<file path="config.mk">
export PLATFORM = sky130hd
export DESIGN_NAME = bpf_alu_seq
export DESIGN_NICKNAME = d
export VERILOG_FILES = /design/src/rtl/bpf_alu_seq.sv
export SDC_FILE = /design/constraint.sdc
export NUM_CORES = 2
export LEC_CHECK = 0
export ABC_AREA = 1
export ABC_CLOCK_PERIOD_IN_PS = 5450
export CELL_PAD_IN_SITES_DETAIL_PLACEMENT = 0
export CELL_PAD_IN_SITES_GLOBAL_PLACEMENT = 2
export CORE_ASPECT_RATIO = 1.75
export CORE_UTILIZATION = 37
export DETAILED_ROUTE_END_ITERATION = 8
export GPL_ROUTABILITY_DRIVEN = 0
export PLACE_DENSITY = 0.85
export SYNTH_ARGS = -nofsm -noshare
export SYNTH_HDL_FRONTEND = slang
export SYNTH_SLANG_ARGS = --single-unit
export TNS_END_PERCENT = 30
</file>
<file path="constraint.sdc">
create_clock -name clk -period 5.45 [get_ports clk]
set_input_delay 0.8175 -clock clk [delete_from_list [all_inputs] [get_ports clk]]
set_output_delay 0.8175 -clock clk [all_outputs]
set_load 0.01 [all_outputs]
</file>
<file path="src/rtl/bpf_alu_seq.sv">
// bpf_alu_seq: handshaked, result-registered ALU for the BPF datapath.
// Single-cycle ops (mov/add/sub/mul/and/or/not/xor/lsh/rsh/neg) produce a
// result one edge after acceptance.  div/mod with a non-zero divisor run on
// an iterative restoring divider, one quotient bit per cycle.
//
// Ports:
//   clk        clock, rising edge
//   rst        asynchronous active-high reset
//   in_valid   operation presented on i1/i2/op
//   in_ready   operation accepted this cycle when in_valid is also high
//   i1, i2     operands (dst, src), WIDTH bits, unsigned
//   op         opcode (0 mov .. 12 neg, 13-15 reserved)
//   out_valid  o/dz hold a result
//   out_ready  consumer takes the result this cycle
//   o          result
//   dz         result came from div/mod with i2 == 0
//
// state | meaning
// ------+----------------------------------
// IDLE  | no result pending
// BUSY  | divider iterating
// HOLD  | result pending on o/dz, out_valid = 1

module bpf_alu_seq #(
    parameter int WIDTH = 32
) (
    input  logic             clk,
    input  logic             rst,
    input  logic             in_valid,
    output logic             in_ready,
    input  logic [WIDTH-1:0] i1,
    input  logic [WIDTH-1:0] i2,
    input  logic [3:0]       op,
    output logic             out_valid,
    input  logic             out_ready,
    output logic [WIDTH-1:0] o,
    output logic             dz
);

    localparam int SHW = $clog2(WIDTH);

    localparam logic [3:0] OP_MOV = 4'd0;
    localparam logic [3:0] OP_ADD = 4'd1;
    localparam logic [3:0] OP_SUB = 4'd2;
    localparam logic [3:0] OP_MUL = 4'd3;
    localparam logic [3:0] OP_DIV = 4'd4;
    localparam logic [3:0] OP_AND = 4'd5;
    localparam logic [3:0] OP_OR  = 4'd6;
    localparam logic [3:0] OP_NOT = 4'd7;
    localparam logic [3:0] OP_XOR = 4'd8;
    localparam logic [3:0] OP_LSH = 4'd9;
    localparam logic [3:0] OP_RSH = 4'd10;
    localparam logic [3:0] OP_MOD = 4'd11;
    localparam logic [3:0] OP_NEG = 4'd12;

    typedef enum logic [1:0] {
        IDLE = 2'd0,
        BUSY = 2'd1,
        HOLD = 2'd2
    } state_t;

    state_t state, state_d;

    // Divider registers: dvd shifts out dividend bits from the top and
    // collects quotient bits at the bottom, so it ends up holding the quotient.
    logic [WIDTH-1:0] dvd;
    logic [WIDTH-1:0] dvs;
    logic [WIDTH-1:0] rem;
    logic             is_mod;
    logic [SHW-1:0]   cnt;

    logic             accept;
    logic             div_start;
    logic             last_step;
    logic [SHW-1:0]   sh_amt;
    logic [WIDTH-1:0] alu_o;
    logic             alu_dz;

    logic [WIDTH:0]   rem_sh;
    logic             rem_ge;
    logic [WIDTH-1:0] rem_nx;
    logic [WIDTH-1:0] quo_nx;

    assign in_ready  = (state == IDLE) || (state == HOLD && out_ready);
    assign out_valid = (state == HOLD);
    assign accept    = in_valid && in_ready;
    assign div_start = ((op == OP_DIV) || (op == OP_MOD)) && (i2 != '0);
    assign last_step = (cnt == SHW'(WIDTH - 1));
    assign sh_amt    = i2[SHW-1:0];

    // One restoring step.  The shifted remainder needs WIDTH+1 bits because
    // rem can be as large as divisor-1 before the shift.  When the compare
    // succeeds the difference is below the divisor, so the low WIDTH bits
    // of the subtraction are exact.
    assign rem_sh = {rem, dvd[WIDTH-1]};
    assign rem_ge = (rem_sh >= {1'b0, dvs});
    assign rem_nx = rem_ge ? (rem_sh[WIDTH-1:0] - dvs) : rem_sh[WIDTH-1:0];
    assign quo_nx = {dvd[WIDTH-2:0], rem_ge};

    always_comb begin
        alu_o  = '0;
        alu_dz = 1'b0;
        case (op)
            OP_MOV: alu_o = i2;
            OP_ADD: alu_o = i1 + i2;
            OP_SUB: alu_o = i1 - i2;
            OP_MUL: alu_o = i1 * i2;
            OP_AND: alu_o = i1 & i2;
            OP_OR:  alu_o = i1 | i2;
            OP_NOT: alu_o = ~i1;
            OP_XOR: alu_o = i1 ^ i2;
            OP_LSH: alu_o = i1 << sh_amt;
            OP_RSH: alu_o = i1 >> sh_amt;
            OP_NEG: alu_o = '0 - i1;
            // Only reached as single-cycle ops when the divisor is zero.
            OP_DIV: begin
                alu_o  = '0;
                alu_dz = 1'b1;
            end
            OP_MOD: begin
                alu_o  = i1;
                alu_dz = 1'b1;
            end
            default: begin
                alu_o  = '0;
                alu_dz = 1'b0;
            end
        endcase
    end

    always_comb begin
        state_d = state;
        case (state)
            IDLE: begin
                if (accept) state_d = div_start ? BUSY : HOLD;
            end
            BUSY: begin
                if (last_step) state_d = HOLD;
            end
            HOLD: begin
                if (accept)         state_d = div_start ? BUSY : HOLD;
                else if (out_ready) state_d = IDLE;
            end
            default: state_d = IDLE;
        endcase
    end

    always_ff @(posedge clk or posedge rst) begin
        if (rst) state <= IDLE;
        else     state <= state_d;
    end

    always_ff @(posedge clk or posedge rst) begin
        if (rst) begin
            o      <= '0;
            dz     <= 1'b0;
            dvd    <= '0;
            dvs    <= '0;
            rem    <= '0;
            is_mod <= 1'b0;
            cnt    <= '0;
        end else if (accept) begin
            if (div_start) begin
                dvd    <= i1;
                dvs    <= i2;
                rem    <= '0;
                is_mod <= (op == OP_MOD);
                cnt    <= '0;
            end else begin
                o  <= alu_o;
                dz <= alu_dz;
            end
        end else if (state == BUSY) begin
            dvd <= quo_nx;
            rem <= rem_nx;
            cnt <= cnt + SHW'(1);
            if (last_step) begin
                o  <= is_mod ? rem_nx : quo_nx;
                dz <= 1'b0;
            end
        end
    end

endmodule

</file>
==> metrics.md <==
| Metric | Value |
|---|---|
| Ys flop type | dfrtp_1 |
| Tcrit/Tclk final | 127.3% |
| Iteration-0 DRC Markers | around 2.9k |
| Dpl hpwl | approximately 140000 um |
| Vias/cell | ~5.5 |
| Worst hold start | o[21]$_DFFE_PP0P_ |
| Total CTS buffers | 25 |
| Synth top cells by count | nand2_1, inv_1, fa_1, o21ai_0, ha_1 |
| Top cells by area, synth | fa_1, nand2_1, inv_1, dfrtp_1, ha_1 |
| Final Hold Fails | 0 |
| Failing checks | capacitance limit, slew limit, setup timing |
| Combinational family with the most area after synthesis | adder cells |
| Worst R2R Start | dvd[31]$_DFFE_PP0P_ |
| # setup viols final | 25 |
| Most frequent CP cell | fa_1 |
| Setup crit end kind | flip-flop |
| Synth Area in XOR/XNOR | under 10% |
| CTS tree | built |
| Origin of the worst setup path | i1[20] |
| Post-synth EDFFs | 0 |
| Layout cells sized above 1 | between 10% and 20% |
| Synth top area share | 24.33% |
| Final clock skew | between 0.03 and 0.04 ns |
| Mapped Cells | between 5k and 6k |
| Chip Width | about 230 um |
| Htree depth | 4 |
| Largest net degree at the start of global routing | 138 |
| Synth Net Count | roughly 5.7k |
| Syn Area/Cell | 6.737 sq um |
| CP Class | in -> reg |
| Starting Density | 37.30% |
| First-pass GRT wire length | between 200000 and 300000 um |
| Register area share after synthesis | between 10% and 20% |
| Worst Hold Slack | a little under 0.5 ns |
| Mapped cell area | ~34000 sq um |
| Clock tree sinks | around 140 |
| Core Rows | about 150 |
| IO buf count | between 100 and 150 |
| Final core utilization | ~47% |
| Root Driver | clkbuf_16 |
| Yosys warns | 0 |
| WL final | approximately 170000 um |
| Worst Tran Pin Value | about 1.5 ns |
| Crit-path max FO | 6 |
| Die area | roughly 92000 sq um |
| Largest area contributor in the netlist | fa_1 |
| Drt drc | 0 |
| Worst-Skew Late Latency | roughly 0.52 ns |
| Startpoint class of the critical path | input port |
| Post-Synth Simple-Gate Area | roughly a quarter |
| Async set-reset flop share out of synthesis | 100.0% |
| Initial antenna violation count | 18 |
| Final worst slack | -1.488 ns |
| DR vias | 36.83k |
| Peak Freq | 144.1 MHz |
| Tot GR Track Use | 37.82% |
| Crit-path slowest cell | fa_1 |
| Ports | between 100 and 150 |
| RSZ-0062 raised after global routing | yes |
| Vias in the first global route | 38.60k |
| Top-count cell post-synth | nand2_1 |
| CTS clk-pin slew, worst paths | roughly 0.060 ns |
| Synth Area in Adders | between 30% and 40% |
| Critical Path RT | roughly 5.8 ns |
| Nets | about 6.3k |
| DRT Pass-1 Iters | 8 |
| Core Area | 90420 sq um |
| Status | finished, violations left |
| Synth Area in Compound Gates | 14.95% |
| Die height | around 400 um |
| Wire per inst | 25.79 um |
| Post-synthesis cell type count | 63 |
| Relative slew slack | -2.250% |
| #FFs+latches synth | about 140 |
| Worst Hold Class | reg -> reg |
| Slew Limit Fails | 2 |
| Max Cap Viol | 1 |
| Max Root-Sink Buffers | 3 |
| Crit path largest cell delay | roughly 0.57 ns |
| ANT nets after route | 0 |
| Worst Path Arrival | 7.31 ns |
| Mux contribution to synthesized area | 0.2077% |
| Tmin final | around 7 ns |
| Layout Area Growth over Synthesis | 26.81% |
| Global route overflow | 0 |
==> cell type report <==
cell class | instances | area [sq um]
clock buffers | 30 | 664.4
diodes | 5 | 12.51
flip-flops and latches | 137 | 3428
well taps | 1184 | 1481
clock inverters | 3 | 40.04
inverters | 1060 | 3984
fillers | 9351 | 47650
repair buffers | 749 | 6895
multi-input cells | 3561 | 26270
==> layout by cell type, fill, tap and decap left out, types with 38 or more instances in the layout <==
| cell type | Yosys | routed |
|---|---|---|
| a21oi_1 | 249 | 218 |
| buf_12 | 0 | 48 |
| buf_4 | 7 | 541 |
| buf_6 | 8 | 51 |
| clkdlybuf4s50_1 | 0 | 51 |
| dfrtp_1 | 137 | 137 |
| fa_1 | 410 | 367 |
| fa_2 | 0 | 43 |
| ha_1 | 255 | 231 |
| inv_1 | 1043 | 1002 |
| inv_2 | 11 | 51 |
| nand2_1 | 1369 | 1330 |
| nand3_1 | 198 | 183 |
| nor2_1 | 224 | 214 |
| o211ai_1 | 47 | 47 |
| o21ai_0 | 331 | 306 |
| o21ai_1 | 26 | 38 |
| o221ai_1 | 48 | 48 |
| o22ai_1 | 41 | 41 |
| xor2_1 | 57 | 56 |
==> cells by family after synthesis <==
family                     after synthesis
buffers and inverters                 1309
xor gates and xnor gates                76
muxes                                    7
AOI/OAI and AO/OA                      866
DFF                                    137
adders and majority gates              665
and+or+nand+nor                       1947
==> sequential cells by signal, summed over array words and instances, names as in the netlist <==
register  count
dvd          32
dz            1
rem          32
is_mod        1
o            32
state         2
cnt           5
dvs          32
==> final timing paths <==
path	to	slack [ns]	cells past startpoint
min in group asynchronous	rem[27]$_DFFE_PP0P_	0.80	3
worst max-delay path	o[24]$_DFFE_PP0P_	-1.49	26
worst min-delay path	o[21]$_DFFE_PP0P_	0.48	2
worst max register to register	o[27]$_DFFE_PP0P_	1.91	17
max in group asynchronous	o[5]$_DFFE_PP0P_	3.81	3
worst min register to register	o[21]$_DFFE_PP0P_	0.48	2
==> stage by stage <==
stage	std cells	TNS (ns)	setup WS (ns)	area (sq um)
6_report	6729	-27.82	-1.488	42770
5_1_grt	6724	-33.12	-1.656	42760
3_5_place_dp	6611	-56.30	-3.113	39980
2_1_floorplan	5007	-27.48	-1.477	34000
3_3_place_gp	6611	-55.44	-3.121	39980
4_1_cts	6730	-27.36	-1.471	42670
==> layer usage <==
metal	share of wire [%]	track usage, %
met5	0.087	0
met4	12	37.47
met3	7.2	8.544
met2	49	64.89
met1	32	36.65
==> critical path, delay by kind of cell <==
| kind | cells | cell delay, ns |
|---|---|---|
| AND/OR/NAND/NOR | 5 | 0.72 |
| adder cells (fa/ha/maj) | 9 | 4.35 |
| buffers and inverters | 7 | 0.71 |
| AO/OA/AOI/OAI | 5 | 0.67 |
==> repair_timing <==
| action | in CTS | in global routing |
|---|---|---|
| setup buffers | 81 | 1 |
| cloned | 10 | 0 |
| hold buffers | 0 | 0 |
| resized for setup | 476 | 60 |
| pin swaps | 198 | 57 |
| setup endpoints to repair | 26 | 26 |
Power is left out: the tool's default activity adds up to more than one toggle a clock period on the data nets, which glitch-free logic cannot reach.
